`src/rtl/alu_multiciclo.sv`:
```
// Registered multi-cycle ALU: single-cycle add/xor/sub/slt plus iterative shift-add multiply
// and restoring divide behind a start/busy/done handshake.
module alu_multiciclo #(
    parameter int WIDTH = 32,
    parameter int CNTW  = 6
) (
    input  logic             clk,
    input  logic             reset,
    input  logic             start,
    input  logic [2:0]       Controle,
    input  logic [WIDTH-1:0] BussA,
    input  logic [WIDTH-1:0] BussB,
    output logic             busy,
    output logic             done,
    output logic [WIDTH-1:0] Opt,
    output logic [WIDTH-1:0] OptHi,
    output logic             COT,
    output logic             ovflw,
    output logic             ngt,
    output logic             zero,
    output logic             divzero
);

    typedef enum logic [1:0] {StIdle, StCalc, StDone} state_t;

    localparam logic [2:0] OpAdd = 3'b000;
    localparam logic [2:0] OpXor = 3'b001;
    localparam logic [2:0] OpSub = 3'b010;
    localparam logic [2:0] OpSlt = 3'b011;
    localparam logic [2:0] OpMul = 3'b100;
    localparam logic [2:0] OpDiv = 3'b101;

    state_t            state_q, state_d;
    logic [2:0]        op_q, op_d;
    logic [WIDTH-1:0]  a_q, a_d, b_q, b_d;
    logic [CNTW-1:0]   cnt_q, cnt_d;
    logic [WIDTH-1:0]  work_hi_q, work_hi_d, work_lo_q, work_lo_d;

    logic [WIDTH-1:0]  opt_d, opthi_d;
    logic              cot_d, ovflw_d, ngt_d, zero_d, divzero_d;

    // Single-cycle ALU path, evaluated straight from the inputs at the accepting edge
    logic [WIDTH:0]    add_full, sub_full;
    logic              add_ovf, sub_ovf;
    logic [WIDTH-1:0]  alu_opt, alu_hi;
    logic              alu_cot, alu_ovf, alu_dz;

    always_comb begin
        add_full = {1'b0, BussA} + {1'b0, BussB};
        sub_full = {1'b0, BussA} - {1'b0, BussB};
        add_ovf  = (BussA[WIDTH-1] == BussB[WIDTH-1]) && (add_full[WIDTH-1] != BussA[WIDTH-1]);
        sub_ovf  = (BussA[WIDTH-1] != BussB[WIDTH-1]) && (sub_full[WIDTH-1] != BussA[WIDTH-1]);

        alu_opt = '0;
        alu_hi  = '0;
        alu_cot = 1'b0;
        alu_ovf = 1'b0;
        alu_dz  = 1'b0;
        case (Controle)
            OpAdd: begin
                alu_opt = add_full[WIDTH-1:0];
                alu_cot = add_full[WIDTH];
                alu_ovf = add_ovf;
            end
            OpXor: alu_opt = BussA ^ BussB;
            OpSub: begin
                alu_opt = sub_full[WIDTH-1:0];
                alu_cot = sub_full[WIDTH];
                alu_ovf = sub_ovf;
            end
            OpSlt: begin
                // Sign of the difference corrected by overflow gives the true signed compare
                alu_opt = {{(WIDTH-1){1'b0}}, sub_full[WIDTH-1] ^ sub_ovf};
                alu_cot = sub_full[WIDTH];
                alu_ovf = sub_ovf;
            end
            OpDiv: begin
                alu_opt = '1;
                alu_hi  = BussA;
                alu_dz  = 1'b1;
            end
            default: ;
        endcase
    end

    // One iteration of shift-add multiply: multiplier lives in work_lo, partial sum in work_hi
    logic [WIDTH:0]    mul_sum;
    logic [WIDTH-1:0]  mul_hi_next, mul_lo_next;

    always_comb begin
        mul_sum     = {1'b0, work_hi_q} + (work_lo_q[0] ? {1'b0, a_q} : '0);
        mul_hi_next = mul_sum[WIDTH:1];
        mul_lo_next = {mul_sum[0], work_lo_q[WIDTH-1:1]};
    end

    // One iteration of restoring divide: dividend shifts out of work_lo MSB-first,
    // quotient bits shift in at the bottom, partial remainder in work_hi
    logic [WIDTH:0]    div_shift;
    logic              div_ge;
    logic [WIDTH-1:0]  div_sub, div_hi_next, div_lo_next;

    always_comb begin
        div_shift   = {work_hi_q, work_lo_q[WIDTH-1]};
        div_ge      = div_shift >= {1'b0, b_q};
        div_sub     = div_shift[WIDTH-1:0] - b_q;
        div_hi_next = div_ge ? div_sub : div_shift[WIDTH-1:0];
        div_lo_next = {work_lo_q[WIDTH-2:0], div_ge};
    end

    always_comb begin
        state_d   = state_q;
        op_d      = op_q;
        a_d       = a_q;
        b_d       = b_q;
        cnt_d     = cnt_q;
        work_hi_d = work_hi_q;
        work_lo_d = work_lo_q;
        opt_d     = Opt;
        opthi_d   = OptHi;
        cot_d     = COT;
        ovflw_d   = ovflw;
        ngt_d     = ngt;
        zero_d    = zero;
        divzero_d = divzero;

        case (state_q)
            StIdle, StDone: begin
                if (start) begin
                    op_d  = Controle;
                    a_d   = BussA;
                    b_d   = BussB;
                    cnt_d = '0;
                    if (Controle == OpMul) begin
                        state_d   = StCalc;
                        work_hi_d = '0;
                        work_lo_d = BussB;
                    end else if (Controle == OpDiv && BussB != '0) begin
                        state_d   = StCalc;
                        work_hi_d = '0;
                        work_lo_d = BussA;
                    end else begin
                        state_d   = StDone;
                        opt_d     = alu_opt;
                        opthi_d   = alu_hi;
                        cot_d     = alu_cot;
                        ovflw_d   = alu_ovf;
                        ngt_d     = alu_opt[WIDTH-1];
                        zero_d    = (alu_opt == '0);
                        divzero_d = alu_dz;
                    end
                end else begin
                    state_d = StIdle;
                end
            end
            StCalc: begin
                cnt_d = cnt_q + CNTW'(1);
                if (op_q == OpMul) begin
                    work_hi_d = mul_hi_next;
                    work_lo_d = mul_lo_next;
                end else begin
                    work_hi_d = div_hi_next;
                    work_lo_d = div_lo_next;
                end
                if (cnt_q == CNTW'(WIDTH - 1)) begin
                    state_d   = StDone;
                    opt_d     = work_lo_d;
                    opthi_d   = work_hi_d;
                    cot_d     = 1'b0;
                    ovflw_d   = 1'b0;
                    ngt_d     = work_lo_d[WIDTH-1];
                    zero_d    = (op_q == OpMul) ? ({work_hi_d, work_lo_d} == '0)
                                                : (work_lo_d == '0);
                    divzero_d = 1'b0;
                end
            end
            default: state_d = StIdle;
        endcase
    end

    always_ff @(posedge clk or posedge reset) begin
        if (reset) begin
            state_q   <= StIdle;
            op_q      <= '0;
            a_q       <= '0;
            b_q       <= '0;
            cnt_q     <= '0;
            work_hi_q <= '0;
            work_lo_q <= '0;
            Opt       <= '0;
            OptHi     <= '0;
            COT       <= 1'b0;
            ovflw     <= 1'b0;
            ngt       <= 1'b0;
            zero      <= 1'b0;
            divzero   <= 1'b0;
        end else begin
            state_q   <= state_d;
            op_q      <= op_d;
            a_q       <= a_d;
            b_q       <= b_d;
            cnt_q     <= cnt_d;
            work_hi_q <= work_hi_d;
            work_lo_q <= work_lo_d;
            Opt       <= opt_d;
            OptHi     <= opthi_d;
            COT       <= cot_d;
            ovflw     <= ovflw_d;
            ngt       <= ngt_d;
            zero      <= zero_d;
            divzero   <= divzero_d;
        end
    end

    assign busy = (state_q == StCalc);
    assign done = (state_q == StDone);

endmodule

```
`config.mk`:
```
export PLATFORM = sky130hd
export DESIGN_NAME = alu_multiciclo
export DESIGN_NICKNAME = d
export VERILOG_FILES = /design/src/rtl/alu_multiciclo.sv
export SDC_FILE = /design/constraint.sdc
export NUM_CORES = 1
export LEC_CHECK = 0
export ABC_CLOCK_PERIOD_IN_PS = 7400
export BUFFER_PORTS_ARGS = -buffer_cell sky130_fd_sc_hd__buf_2
export CORE_AREA = 4 4 218 220
export CTS_CLUSTER_DIAMETER = 100
export DETAILED_ROUTE_END_ITERATION = 8
export DIE_AREA = 0 0 222 224
export GPL_ROUTABILITY_DRIVEN = 0
export GPL_TIMING_DRIVEN = 0
export PLACE_DENSITY = 0.62
export SYNTH_ARGS = -nofsm -noshare
export SYNTH_HDL_FRONTEND = slang
export SYNTH_SLANG_ARGS = --single-unit
```
`constraint.sdc`:
```
create_clock -name clk -period 7.4 [get_ports clk]
set_input_delay 1.48 -clock clk [delete_from_list [all_inputs] [get_ports clk]]
set_output_delay 1.48 -clock clk [all_outputs]
set_load 0.005 [all_outputs]
```
# == Word level (Yosys, flattened, before mapping) ==
# Index checks and enable logic that the tools add are counted.
# word_totals
ff_bits,208
elab_cells,116
output_inout_bits,71
# op_classes
addsub,5
order_cmp,1
n_mux,60
bitwise,2
eq_ne,18
n_reduce_logical,16
# op_table
operator,n
$mux W32,21
$pmux W32 S2,4
$pmux W32 S5,1
$add A32 B32 Y33,2
$logic_not A32 Y1,2
$logic_not A64 Y1,1
$ge A33 B32 Y1,1
$sub A32 B32 Y33,1
$reduce_bool A32 Y1,1
$sub A32 B32 Y32,1
$xor A32 B32 Y32,1
$mux W1,20
$pmux W1 S2,7
$pmux W6 S2,1
$eq A3 B3 Y1 const B,3
$mux W2,4
$add A6 B1 Y6 const B,1
$eq A3 B2 Y1 const B,2
$eq A6 B5 Y1 const B,1
$mux W6,1
$ne A2 B2 Y1 const B,3
$reduce_and A5 Y1,1
$pmux W2 S2,1
$reduce_and A2 Y1,2
14 further kinds,19

# == Longest topological paths before layout ==
# Gate-level depths: netlist (run 1).
# logic_depth
depth_word,10
depth_mapped,24
mapped_depth_nobuf,23

# == Worst setup path after synthesis (run 1) ==
# OpenSTA, ideal clock, no wires.
# synth_timing
path_kind,input to register
startpoint,input port BussB[6]
endpoint,register zero
arrival_time_ps,5299
t_required_ps,7326
setup_slack_ps,2027
stages,22
setup_ps,74
path_cell_list,inv_1 ha_1 buf_2 a21o_1 a21o_1 a211oi_1 a21oi_1 a311o_1 nand2_1 nor2_1 o211ai_1 nand2b_1 a21o_1 fa_1 a31oi_1 o21a_1 a31o_1 nand4_1 or4_1 nor4_2 a21oi_1 o21ai_2
# synth_between
elab_chain_len,10
# synth_lines
item,line_no,rtl
"start, declared",12,"input logic [WIDTH-1:0] BussB,"
$sub A32 B32 Y33,50,"sub_full = {1'b0, BussA} - {1'b0, BussB};"
$ne A1 B1 Y1,52,sub_ovf = (BussA[WIDTH-1] != BussB[WIDTH-1]) && (sub_full[WIDTH-1] != BussA[WIDTH-1]);
$logic_and A1 B1 Y1,52,
$xor A1 B1 Y1,73,"alu_opt = {{(WIDTH-1){1'b0}}, sub_full[WIDTH-1] ^ sub_ovf};"
$pmux W32 S5,59,case (Controle)
$logic_not A32 Y1,148,zero_d = (alu_opt == '0);
$mux W1,137,end else if (Controle == OpDiv && BussB != '0) begin
$mux W1,133,if (Controle == OpMul) begin
$mux W1,128,if (start) begin
$pmux W1 S2,126,case (state_q)
"end signal, assigned",209,zero <= zero_d;
"end, declared",20,"output logic zero,"
# Several ways; a longest one is shown, not always the timed one. The select of a mux whose other input is x is not followed.
# A chain may end at the register's enable or synchronous reset.

# == Worst setup path after layout (run 1) ==
# layout_timing
startpoint,input port BussB[3]
endpoint,register zero
# Same word-level chain as after synthesis.

==> results of run 1 <==
## power by group through the flow
stage | clock network, mW | registers [mW] | logic [mW]
global route | 1.26 | 2.00 | 4.76
floorplan | 0 | 1.80 | 3.00
detailed placement | 0 | 1.96 | 4.25
global placement | 0 | 1.96 | 4.18
finish | 1.21 | 1.97 | 4.40
CTS | 1.21 | 1.95 | 4.28
## sequential cells by signal, indices dropped and copies added (netlist names)
name and cells:
COT 1, b_q 32, zero 1, ovflw 1
op_q 3, work_hi_q 32, a_q 32, Opt 32
cnt_q 6, work_lo_q 32, state_q 2, divzero 1
OptHi 32
## kinds of logic after synthesis
group / Yosys count
DFF: 207
muxes: 94
AOI/OAI and AO/OA: 745
and+or+nand+nor: 816
buffers and inverters: 275
adders and majority gates: 134
xor gates and xnor gates: 62
## synth_stat cells (19+ instances only)
master and number:
o21ai_0 184, dfrtp_1 207, clkbuf_1 131, inv_1 118, a211oi_1 29, o21a_1 19, and2_1 41, a21o_1 58
o211ai_1 53, nand3_1 35, a31oi_1 27, o221ai_1 19, ha_1 129, xor2_1 21, nand4_1 35, nor2_1 164
nor4_1 26, nor2b_1 20, mux2i_1 81, nor3_1 57, a21oi_1 165, nand2_1 359, xnor2_1 41
## cells in the final DEF, fill, tap and decap left out, types with 9 or more instances in the layout
cell type    n
o31ai_1     14
or3_1       12
nand3_1     35
nor2b_1     20
dfrtp_1    207
o21ai_0    184
nand2_1    359
nor4_1      25
xnor2_1     41
nor2_1     164
o21ai_1     10
a21o_1      58
clkbuf_1   136
a221o_1     14
xor2_1      21
ha_1       129
a2111oi_0    9
buf_2      143
mux2i_1     81
a21oi_1    165
buf_1       12
o21bai_1    17
and3_1      17
o221ai_1    19
mux2_2      10
and2_1      41
o211ai_1    53
clkbuf_16   25
nand4_1     35
nor3_1      56
a31oi_1     27
a211oi_1    29
inv_1      117
o21a_1      19
nand2b_1    16
a22oi_1     15
## cell type report
class | instances | area, sq um | share of cell area
Clock buffer | 35 | 713 | 0.0349
Inverter | 125 | 477 | 0.0234
Clock inverter | 7 | 70.1 | 0.00343
Timing Repair Buffer | 141 | 751 | 0.0368
Tap cell | 600 | 751 | 0.0368
Sequential cell | 207 | 5180 | 0.254
Multi-Input combinational cell | 1851 | 11900 | 0.582
Buffer | 150 | 587 | 0.0288
## per-layer routing
layer / part of all wire / global-route usage / vias up
met2: 0.45 / 0.486 / 1173
li1: - / - / 8794
met1: 0.39 / 0.367 / 9395
met4: 0.073 / 0.172 / 2
met3: 0.090 / 0.0397 / 269
met5: 0.00013 / 0 / -
## per-stage QoR
stage | std cells | TNS, ns | instance area, sq um | util
floorplan | 2333 | 0 | 18100 | -
global placement | 3072 | -439.09 | 19600 | 0.432
detailed placement | 3074 | -0.0717 | 19600 | 0.433
CTS | 3116 | 0 | 20400 | 0.451
global route | 3116 | 0 | 20400 | 0.451
finish | 3116 | 0 | 20400 | 0.451
## worst paths after layout
kind                          startpoint         to  slack (ns)  cells past startpoint
max                             BussB[3]       zero        0.35                     25
min                               Opt[2]     Opt[2]        0.47                      2
max reg2reg                work_lo_q[31]       zero        2.37                     17
min reg2reg                       Opt[2]     Opt[2]        0.47                      2
max in group asynchronous          reset  OptHi[21]        5.33                      4
min in group asynchronous          reset     Opt[3]        0.97                      2
## tightest hold or removal path, cell delays in order, from the launching register on
cell,delay (ns)
dfrtp_1,0.34
nand2_1,0.05
nand2_1,0.05
==> run metrics, run 1 <==
status finished clean; vias in the first global route 18759; adder-cell share of the synthesized area 0.0947; area delta synth->final 12.7%; total CTS buffers 24; Post-CTS Setup Bufs 0; total gr overflow 0; Int Power between 3 and 4 mW; Synth Area in XOR/XNOR 0.0300; Simple-Gate Fraction of Synth Area 0.207; final hold slack approximately 0.47 ns; CTS Root Cell clkbuf_16; die height 224 um; later-pin clock latency in the skew report between 0.5 and 0.6 ns; ant diodes 0; Logic pwr share 0.581; Reg power frac 0.260; Hold Path Class flip-flop to flip-flop; Crit Path Max Fanout 10; # setup viols final 0; Post-synth EDFFs 0; layout cells sized above 1 0.0910; main area contributors after synthesis dfrtp_1, ha_1, nand2_1, o21ai_0, a21oi_1; fmax between 100 and 150 MHz; Post-DRT Antenna Nets 0; fill cell count ~4600; starting DRC count in detailed routing between 2000 and 2500; mux cell area share after synthesis 0.0529; area leader, netlist dfrtp_1; post-synth top area share 0.286; Tcrit/Tclk final 0.952; async set or reset register ratio after synthesis 1.00; fin. max-slew vios 0; worst setup margin roughly 0.35 ns; drt drc 0; sequential area share after synthesis 0.286; clk slew on worst S/H paths ~0.060 ns; global-route wire length before repair between 100000 and 150000 um; WP data arrival around 7.5 ns; IO buf count about 140; HPWL Detailed approximately 60000 um; Critical Path End Type flip-flop; Clock Path Buffers 3; PD cells 371 mW/mm^2; Slew @ Worst Pin roughly 1.1 ns; ys flop type dfrtp_1; number of vias per cell 6.30; CP peak stage delay between 0.6 and 0.7 ns; Synthesized Nets between 2000 and 3000; Hold Buf Count CTS 0; # nets final roughly 2700; Synthesis Warnings 0; worst path bufs/invs 3; Sw Ratio 0.491; Synth Register Bits just over 200; Die W around 220 um; Detailed Routing Iterations Pass 1 6; core area about 0.045 sq mm; largest net degree at the start of global routing 75; final hold viol count 0; Switching Power between 3 and 4 mW; final WL between 70000 and 80000 um; Max-slew headroom 0.271; Syn Area/Cell slightly below 8 sq um; Clock Skews ~0.013 ns; critical path's top delay family compound AO/OA/AOI/OAI gates; minimum clock period a little over 7 ns; clock share of power 0.159; I/O pins around 140; post-CTS sizing 0; clock sinks 207; CTS tree done; total power 7.58 mW; RSZ-0062 raised after global routing no; wire per inst between 20 and 25 um; Synth Area in Compound Gates 0.271; CP max-delay cell a2111oi_0; Startpoint Class primary input; H-tree depth 1; Yosys cell types 85; synthesized cell area roughly 0.018 sq mm; # rows 78; total track usage 0.293; dpl ws -0.0717 ns; MaxCap Viol Count 0; via count between 15000 and 20000; largest family of logic cells by synthesized area compound AO/OA/AOI/OAI gates; VDD IR max ~0.00021 V; Initial Utilization 0.400; die area 0.0497 sq mm; initial antenna violation count 1; cell leakage power ~9.2 nW; Setup CP Type primary input to flip-flop; Required @ worst endpoint 7.86 ns; Post-Syn Instances about 2300
(Power assumes the default switching activity.)
==> run 2: changes to the inputs <==
CTS_BUF_LIST = sky130_fd_sc_hd__clkbuf_16   (was unset)
==> run 2 against run 1 <==
Register-to-register slack improved by 0.05 ns; non-clock buffer count unchanged; clock power decreased by 5%; clock skew up 0.0072 ns; cell area fell by 0.24%; global-route usage hardly changed; fmax barely moved; critical path depth is the same; setup slack gained 0.0040 ns; critical path type unchanged; critical endpoint unchanged.
==> run metrics, run 2 (synthesized netlist as in run 1, its figures left out) <==
Post-CTS Setup Bufs 0 (unchanged); later-pin clock latency in the skew report 0.55 ns (about the same); Slew @ Worst Pin 1.13 ns (+0.0418 ns); WP data arrival 7.50 ns (about the same); core area 0.0453 sq mm (unchanged); area of the multi-input gates 0.0119 sq mm (unchanged); largest net degree at the start of global routing 75 (unchanged); Fin Setup TNS 0 ns (unchanged); Register Area 0.00518 sq mm (unchanged); critical path's top delay family compound AO/OA/AOI/OAI gates; CTS Root Cell clkbuf_16; IO buf count 139 (unchanged); cell leakage power 9.20 nW (about the same); layout cells sized above 1 0.0890 (-0.00199); HPWL Detailed 60500 um (unchanged); final hold viol count 0 (unchanged); wire per inst 24.6 um (+0.10%); Required @ worst endpoint 7.86 ns (about the same); die area 0.0497 sq mm (unchanged); vias in the first global route 18784 (+0.13%); die height 224 um (unchanged); area delta synth->final 12.4%; clock share of power 0.153 (-0.006); CTS tree done; CP max-delay cell a2111oi_0; Switching Power 3.72 mW (+0.11%); via count 19532 (-0.51%); fmax 142 MHz (about the same); # nets final 2704 (unchanged); total track usage 0.293 (about the same); CP peak stage delay 0.63 ns (-0.03 ns); Reg power frac 0.262 (+0.002); # setup viols final 0 (unchanged); Clock Path Buffers 3 (unchanged); clk slew on worst S/H paths 0.06 ns (about the same); dpl cell area 0.0196 sq mm (unchanged); Tcrit/Tclk final 0.952 (about the same); PD cells 369 mW/mm^2 (-0.48%); Setup CP Type primary input to flip-flop; total CTS buffers 24 (unchanged); clock sinks 207 (unchanged); post-CTS sizing 0 (unchanged); VDD IR max 0.000208 V (+0.27%); total gr overflow 0 (unchanged); fin util 0.450 (-0.00111); Hold Buf Count CTS 0 (unchanged); Crit Path Max Fanout 10 (unchanged); Logic pwr share 0.585 (+0.004); number of vias per cell 6.27 (-0.51%); Post-DRT Antenna Nets 0 (unchanged); I/O pins 141 (unchanged); commonest cells after routing, fill and taps aside nand2_1, dfrtp_1, o21ai_0; Critical Path End Type flip-flop; most common library cell in the layout ignoring fill and taps nand2_1; final WL 76800 um (+0.10%); initial antenna violation count 1 (unchanged); MaxCap Viol Count 0 (unchanged); starting DRC count in detailed routing 2098 (-0.43%); Startpoint Class primary input; Clock Skews 0.0205 ns (+0.00715 ns); Detailed Routing Iterations Pass 1 6 (unchanged); minimum clock period 7.04 ns (-0.00403 ns); fill cell count 4625 (+0.13%); worst path bufs/invs 3 (unchanged); drt drc 0 (unchanged); ant diodes 0 (unchanged); Sw Ratio 0.495 (+0.00412); fin area 0.0204 sq mm (-0.24%); Hold Path Class flip-flop to flip-flop; global-route wire length before repair 114000 um (about the same); H-tree depth 1 (unchanged); RSZ-0062 raised after global routing no; fin. max-slew vios 0 (unchanged); # rows 78 (unchanged); Initial Utilization 0.400 (unchanged); Max-slew headroom 0.243 (-0.0279); status finished clean; Die W 222 um (unchanged); Int Power 3.80 mW (-1.5%); final hold slack 0.468 ns (-0.0000890 ns)
==> run 2: cell types whose count changed in the layout (fill, tap and decap cells not counted) <==
| cell | previous run | this run |
|---|---|---|
| clkbuf_1 | 136 | 131 |
| clkbuf_8 | 5 | 0 |
| clkinv_1 | 0 | 5 |
| inv_1 | 117 | 122 |
==> run 2: final timing paths <==
kind,startpoint,endpoint,slack [ns],cells after the start
worst max register to register,work_lo_q[31],zero,2.42,17
worst max-delay path,BussB[3],zero,0.36,25
max in group asynchronous,reset,OptHi[27],5.34,4
min in group asynchronous,reset,Opt[3],0.97,2
worst min-delay path,Opt[2],Opt[2],0.47,2
worst min register to register,Opt[2],Opt[2],0.47,2
==> run 2: worst min-delay path, cell delays in order, from the launching register on <==
cell and delay [ns]:
dfrtp_1 0.34, nand2_1 0.05, nand2_1 0.05
==> run 2: through the flow <==
stage               std cells  power [mW]  setup WS [ns]
global placement         3072        6.14          -2.14
floorplan                2333        4.80          0.268
CTS                      3116        7.38          0.458
global route             3116        7.97          0.144
detailed placement       3074        6.21        -0.0717
finish                   3116        7.52          0.358
==> run 2: power by group through the flow <==
stage	logic, mW	registers (mW)	clock network, mW
after detailed placement	4.25	1.96	0
final	4.40	1.97	1.15
after CTS	4.28	1.95	1.15
after global routing	4.77	2.00	1.20
after floorplan	3.00	1.80	0
after global placement	4.18	1.96	0
==> run 2: layout make-up <==
cell class,instances,area share
plain buffers,150,0.0288
clock inverters,17,0.00528
multi-input cells,1851,0.584
clock buffers,25,0.0307
flip-flops and latches,207,0.254
well taps,600,0.0369
inverters,125,0.0234
repair buffers,141,0.0369
==> run 2: layer usage <==
layer | wire (um) | vias to the layer above | share of wire | global-route usage
met4 | 5660 | 4 | 0.074 | 0.175
li1 | - | 8784 | - | -
met2 | 34700 | 1186 | 0.45 | 0.486
met3 | 6860 | 285 | 0.089 | 0.0391
met5 | 26 | - | 0.00034 | 0
met1 | 29500 | 9273 | 0.38 | 0.367
